**config.mk**
```make
export PLATFORM = sky130hd
export DESIGN_NAME = i2s_sample_tx
export DESIGN_NICKNAME = d
export VERILOG_FILES = /design/src/rtl/i2s_sample_tx.sv
export SDC_FILE = /design/constraint.sdc
export NUM_CORES = 1
export LEC_CHECK = 0
export ABC_AREA = 1
export ABC_CLOCK_PERIOD_IN_PS = 2900
export CORE_MARGIN = 2
export CORE_UTILIZATION = 55
export DETAILED_ROUTE_END_ITERATION = 10
export DONT_BUFFER_PORTS = 1
export PLACE_DENSITY = 0.74
export REMOVE_ABC_BUFFERS = 1
export SETUP_SLACK_MARGIN = 0.4
export SYNTH_ARGS = -nofsm -noshare
export SYNTH_HDL_FRONTEND = slang
export SYNTH_SLANG_ARGS = --single-unit
export TNS_END_PERCENT = 1
```
**constraint.sdc**
```tcl
create_clock -name clk -period 2.9 [get_ports clk]
set_input_delay 0.58 -clock clk [delete_from_list [all_inputs] [get_ports clk]]
set_output_delay 0.58 -clock clk [all_outputs]
set_load 0.05 [all_outputs]
```
**src/rtl/i2s_sample_tx.sv**
```systemverilog
// i2s_sample_tx
//   Buffers stereo PCM pairs in a small FIFO and serializes one pair per
//   frame as Philips I2S. The frame is 64 bit-clocks, 32 per slot. The
//   data is delayed by one bit-clock after the word-select edge and is sent
//   MSB first. Everything runs on the single audio clock.
//
// Parameters
//   SAMPLE_W   bits per channel sample (1..31)
//   FIFO_DEPTH sample-pair entries (power of two, >= 2)
//   SCLK_DIV   clk cycles per i2s_sclk half-period (>= 1)
//
// Ports
//   clk, rst      audio clock; synchronous active-high reset
//   sample_valid  producer has a pair on sample_l/sample_r
//   sample_ready  FIFO can accept a pair (= !full)
//   sample_l/r    left/right two's-complement samples
//   fifo_level    registered count of stored pairs
//   underrun      one-cycle pulse when a frame starts with the FIFO empty
//   i2s_sclk      bit clock
//   i2s_lrclk     word select (0 = left slot, 1 = right slot)
//   i2s_sda       serial data
//
// Handshake: a pair is transferred on every rising clk edge where
//   sample_valid && sample_ready. sample_ready depends only on registered
//   state, so a pop in the same cycle never admits a push into a full FIFO.
//
// Optional build macro I2S_TX_HOLD_LAST_EN: when defined, an underrun repeats
//   the last pair instead of sending silence. The underrun pulse is unchanged.

module i2s_sample_tx #(
  parameter int SAMPLE_W   = 16,
  parameter int FIFO_DEPTH = 8,
  parameter int SCLK_DIV   = 4
) (
  input  logic                          clk,
  input  logic                          rst,
  input  logic                          sample_valid,
  output logic                          sample_ready,
  input  logic [SAMPLE_W-1:0]           sample_l,
  input  logic [SAMPLE_W-1:0]           sample_r,
  output logic [$clog2(FIFO_DEPTH):0]   fifo_level,
  output logic                          underrun,
  output logic                          i2s_sclk,
  output logic                          i2s_lrclk,
  output logic                          i2s_sda
);

  localparam int AW = $clog2(FIFO_DEPTH);
  localparam int LW = AW + 1;
  localparam int DW = (SCLK_DIV > 1) ? $clog2(SCLK_DIV) : 1;

  // FIFO storage and bookkeeping
  logic [2*SAMPLE_W-1:0] mem [FIFO_DEPTH];
  logic [AW-1:0]         wr_ptr;
  logic [AW-1:0]         rd_ptr;
  logic [LW-1:0]         count;
  logic                  full;
  logic                  empty;
  logic                  push;
  logic                  pop;

  // Bit-clock generation and serializer state
  logic [DW-1:0]         div_cnt;
  logic                  div_wrap;
  logic                  fall_edge;
  logic                  frame_start;
  logic [5:0]            bit_cnt;
  logic [5:0]            bit_nxt;
  logic [SAMPLE_W-1:0]   shadow_l;
  logic [SAMPLE_W-1:0]   shadow_r;
  logic [SAMPLE_W-1:0]   shadow_sel;
  logic [31:0]           slot_img;
  logic                  sda_nxt;

  assign full         = (count == LW'(FIFO_DEPTH));
  assign empty        = (count == '0);
  assign sample_ready = !full;
  assign fifo_level   = count;

  assign div_wrap    = (div_cnt == DW'(SCLK_DIV - 1));
  // A falling edge is the registered toggle taking sclk from 1 to 0.
  assign fall_edge   = div_wrap && i2s_sclk;
  assign frame_start = fall_edge && (bit_cnt == 6'd63);
  assign bit_nxt     = bit_cnt + 6'd1;

  assign push = sample_valid && !full;
  // The pop sees the pre-push state, so an empty FIFO underruns even when
  // a pair arrives in the same cycle.
  assign pop  = frame_start && !empty;

  // The slot image places slot position k at bit (31 - k). The sample
  // occupies positions 1..SAMPLE_W, which gives the one-bit I2S delay.
  // All other positions shift in as zero.
  always_comb begin
    shadow_sel = bit_nxt[5] ? shadow_r : shadow_l;
    slot_img   = {{(32 - SAMPLE_W){1'b0}}, shadow_sel} << (31 - SAMPLE_W);
    sda_nxt    = slot_img[~bit_nxt[4:0]];
  end

  always_ff @(posedge clk) begin
    if (push) begin
      mem[wr_ptr] <= {sample_l, sample_r};
    end
  end

  always_ff @(posedge clk) begin
    if (rst) begin
      wr_ptr <= '0;
      rd_ptr <= '0;
      count  <= '0;
    end else begin
      if (push) begin
        wr_ptr <= wr_ptr + AW'(1);
      end
      if (pop) begin
        rd_ptr <= rd_ptr + AW'(1);
      end
      case ({push, pop})
        2'b10:   count <= count + LW'(1);
        2'b01:   count <= count - LW'(1);
        default: count <= count;
      endcase
    end
  end

  always_ff @(posedge clk) begin
    if (rst) begin
      div_cnt   <= '0;
      i2s_sclk  <= 1'b0;
      i2s_lrclk <= 1'b1;
      i2s_sda   <= 1'b0;
      bit_cnt   <= 6'd63;
      underrun  <= 1'b0;
      shadow_l  <= '0;
      shadow_r  <= '0;
    end else begin
      underrun <= 1'b0;

      if (div_wrap) begin
        div_cnt  <= '0;
        i2s_sclk <= ~i2s_sclk;
      end else begin
        div_cnt  <= div_cnt + DW'(1);
      end

      if (fall_edge) begin
        bit_cnt   <= bit_nxt;
        i2s_lrclk <= bit_nxt[5];
        i2s_sda   <= sda_nxt;
      end

      if (frame_start) begin
        if (!empty) begin
          {shadow_l, shadow_r} <= mem[rd_ptr];
        end else begin
          underrun <= 1'b1;
`ifdef I2S_TX_HOLD_LAST_EN
          shadow_l <= shadow_l;
          shadow_r <= shadow_r;
`else
          shadow_l <= '0;
          shadow_r <= '0;
`endif
        end
      end
    end
  end

endmodule
```
==> flow_summary.json <==
{
  "crit_path_start": "div_cnt[0]",
  "holdCritPathClass": "in2reg",
  "dr.pass1.iters": 6,
  "endpoint_kind": "flip-flop",
  "period_needed_ns": 2.26,
  "die_y_microns": 154,
  "rsz0062_at_grt": "false",
  "crit_required_ns": 3.33,
  "utilization": 0.634,
  "track_usage": 0.215,
  "final.setup_skew_ns": 0.00879,
  "routedWlPerCell_microns": 20.1,
  "status": "finished clean",
  "rows": 54,
  "cts-resized-gates": 0,
  "maxSlewHeadroom": 0.280,
  "layout-drive-gt1-share": 0.111,
  "portBuffers": 0,
  "clk_path_buf_depth": 3,
  "yosysSeqAreaShare": 0.715,
  "grt_pass1_vias": 7253,
  "grt_antenna_before_repair": 0,
  "ant_nets": 0,
  "area_delta_synth_final_pct": 12.7,
  "cts.htree.levels": 1,
  "place.gp.congestion": 0.931,
  "power_leakage_nw": 4.63,
  "p_int_mw": 7.62,
  "crit_chain": "ha_1 > nand2_1 > nor4_4 > nand2_1 > inv_2 > ha_1 > xor2_1 > nand3b_1 > a21oi_1 > o21ai_0 > o21ai_0 > a21oi_1",
  "power_mw": 9.59,
  "final_common_cell": "edfxtp_1",
  "setup_viol": 0,
  "critPathKind": "reg2reg",
  "cts_tree": "yes",
  "cts_hold_buf": 0,
  "fin_nets": 1002,
  "ff2ff_setup_slack_ns": 0.64,
  "synth_edf_count": 256,
  "drc": 0,
  "cp-start-kind": "flip-flop",
  "r2r_cells": 12,
  "ys_types": 38,
  "regToRegEndpoint": "fifo_level[3]",
  "max_slew.worst_pin.slew_ns": 1.08,
  "maxCapViolations": 0,
  "p_sw_mw": 1.97,
  "critPathMaxStageDelay_ns": 0.33,
  "fin_crit_sh": 0.778,
  "whs_ns": 0.0961,
  "powerDensity_nw_per_um2": 691,
  "postCtsSetupBuffers": 0,
  "wl_microns": 25400,
  "worstPathMaxFanout": 4,
  "via_per_inst": 5.95,
  "ys_warn_count": 0,
  "cts_made_buffers": 31,
  "pwr-share-seq": 0.519,
  "synth_area_sq_um": 12300,
  "combPwrFrac": 0.048,
  "core_sq_um": 21900,
  "slew_violations": 0,
  "start_util": 0.563,
  "layout_common_cells": "256 x edfxtp_1, 168 x nand2_1, 80 x a21oi_1",
  "async_flop_share": 0,
  "finalHoldViolCount": 0,
  "clock-sinks": 312,
  "dp_hpwl_microns": 14700,
  "ir_drop_mv": 0.472,
  "clkPwrFrac": 0.433,
  "holdPathStages": 1,
  "grt_first_pass_wirelength_microns": 39900,
  "min_from": "rst",
  "r2r-start": "div_cnt[0]",
  "n_fill_cell": 1604,
  "vias": 7521,
  "cp.arrival_ns": 2.69,
  "io_pins": 44,
  "switching_share": 0.206,
  "clock_latency_ns": 0.55,
  "synth_ff_type": "edfxtp_1",
  "syn-mean-instance-area_sq_um": 12.9,
  "die_x_microns": 154,
  "crit_path_top_delay_cell": "dfxtp_1",
  "grt_max_degree": 129,
  "clk_pin_slew_worst_paths_ns": 0.06,
  "max_freq_mhz": 443,
  "cts_root_buf": "clkbuf_16",
  "synth_cells": 956,
  "ys_ff_latch": 312,
  "dieArea_sq_um": 23600,
  "diodes": 0,
  "min_to": "shadow_r[15]",
  "grt.overflow.total": 0,
  "drtIter0Drc": 731
}
==> synthesized netlist by cell type (2+ instances only) <==
| library cell | count | area share |
|---|---|---|
| clkbuf_1 | 40 | 0.012 |
| buf_6 | 3 | 0.0027 |
| nand2_2 | 2 | 0.0010 |
| o21bai_1 | 7 | 0.0043 |
| dfxtp_1 | 56 | 0.091 |
| o221ai_1 | 32 | 0.023 |
| o211ai_1 | 32 | 0.020 |
| nor3_1 | 3 | 0.0012 |
| edfxtp_1 | 256 | 0.62 |
| inv_1 | 36 | 0.011 |
| nand2_1 | 168 | 0.051 |
| mux2i_1 | 32 | 0.026 |
| nand3_1 | 26 | 0.011 |
| o21ai_0 | 48 | 0.020 |
| xor2_1 | 4 | 0.0028 |
| nand2_4 | 2 | 0.0018 |
| a21oi_1 | 80 | 0.033 |
| o22ai_1 | 2 | 0.0010 |
| inv_2 | 4 | 0.0012 |
| a32oi_1 | 32 | 0.023 |
| nor2_1 | 53 | 0.016 |
| nand3_2 | 3 | 0.0024 |
| buf_2 | 14 | 0.0057 |
| ha_1 | 7 | 0.0071 |
==> registers in the layout, summed over array words and instances, names as in the netlist, named ones only <==
signal,cells
mem,256
div_cnt,2
bit_cnt,5
i2s_sda,1
shadow_r,16
rd_ptr,3
underrun,1
fifo_level,4
shadow_l,16
i2s_lrclk,1
i2s_sclk,1
wr_ptr,3
==> power by group through the flow <==
stage	Combinational, mW	Sequential, mW	Clock (mW)
2_1_floorplan	0.282	5.10	0
3_3_place_gp	0.449	5.07	0
3_5_place_dp	0.453	5.07	0
4_1_cts	0.455	4.98	4.20
5_1_grt	0.513	4.98	4.38
6_report	0.460	4.98	4.15
==> per-stage QoR <==
stage | instance area, sq um | TNS [ns] | instances | setup WS (ns)
2_1_floorplan | 12100 | -211.50 | 897 | -2.00
3_3_place_gp | 12800 | 0 | 1207 | 0.686
3_5_place_dp | 12800 | 0 | 1207 | 0.604
4_1_cts | 13900 | 0 | 1264 | 0.598
5_1_grt | 13900 | 0 | 1264 | 0.440
6_report | 13900 | 0 | 1264 | 0.643
==> how the worst max path moves through the flow <==
stage | endpoint | slack [ns] | cells past startpoint
after floorplan | shadow_l[10] | -2.00 | 5
after global placement | fifo_level[3] | 0.69 | 11
after detailed placement | fifo_level[3] | 0.60 | 11
after CTS | fifo_level[3] | 0.60 | 11
after global routing | fifo_level[3] | 0.44 | 12
final | fifo_level[3] | 0.64 | 12
==> critical path, delay by kind of cell (launching register included) <==
kind	cells	cell delay, ns
AO/OA/AOI/OAI	4	0.48
XOR/XNOR	1	0.20
adder cells (fa/ha/maj)	2	0.42
buffers and inverters	1	0.08
flip-flops	1	0.33
AND/OR/NAND/NOR	4	0.63
==> layer usage <==
metal | share of wire | up-vias | track usage | routed length, microns
met5 | 0 | - | 0 | 0
met4 | 0.020 | 0 | 0.0612 | 514
met3 | 0.071 | 45 | 0.0375 | 1800
met2 | 0.49 | 253 | 0.351 | 12400
met1 | 0.42 | 3655 | 0.300 | 10700
li1 | - | 3568 | - | -
==> cell type report <==
type                            instances  area [sq um]  area share
Clock buffer                           43           902      0.0650
Clock inverter                         14           184      0.0133
Inverter                               41           154      0.0111
Multi-Input combinational cell        544          3160       0.227
Sequential cell                       312          8820       0.635
Tap cell                              280           350      0.0252
Timing Repair Buffer                   30           317      0.0228
==> cell families after synthesis <==
| logic type | count (synthesis) | share of synthesized area |
|---|---|---|
| adders and majority gates | 7 | 0.00711 |
| and+or+nand+nor | 262 | 0.0876 |
| muxes | 32 | 0.0260 |
| AOI/OAI and AO/OA | 238 | 0.126 |
| DFF | 312 | 0.715 |
| xor gates and xnor gates | 5 | 0.00355 |
| buffers and inverters | 100 | 0.0343 |
Note: power is estimated with default switching activity, not from simulation.
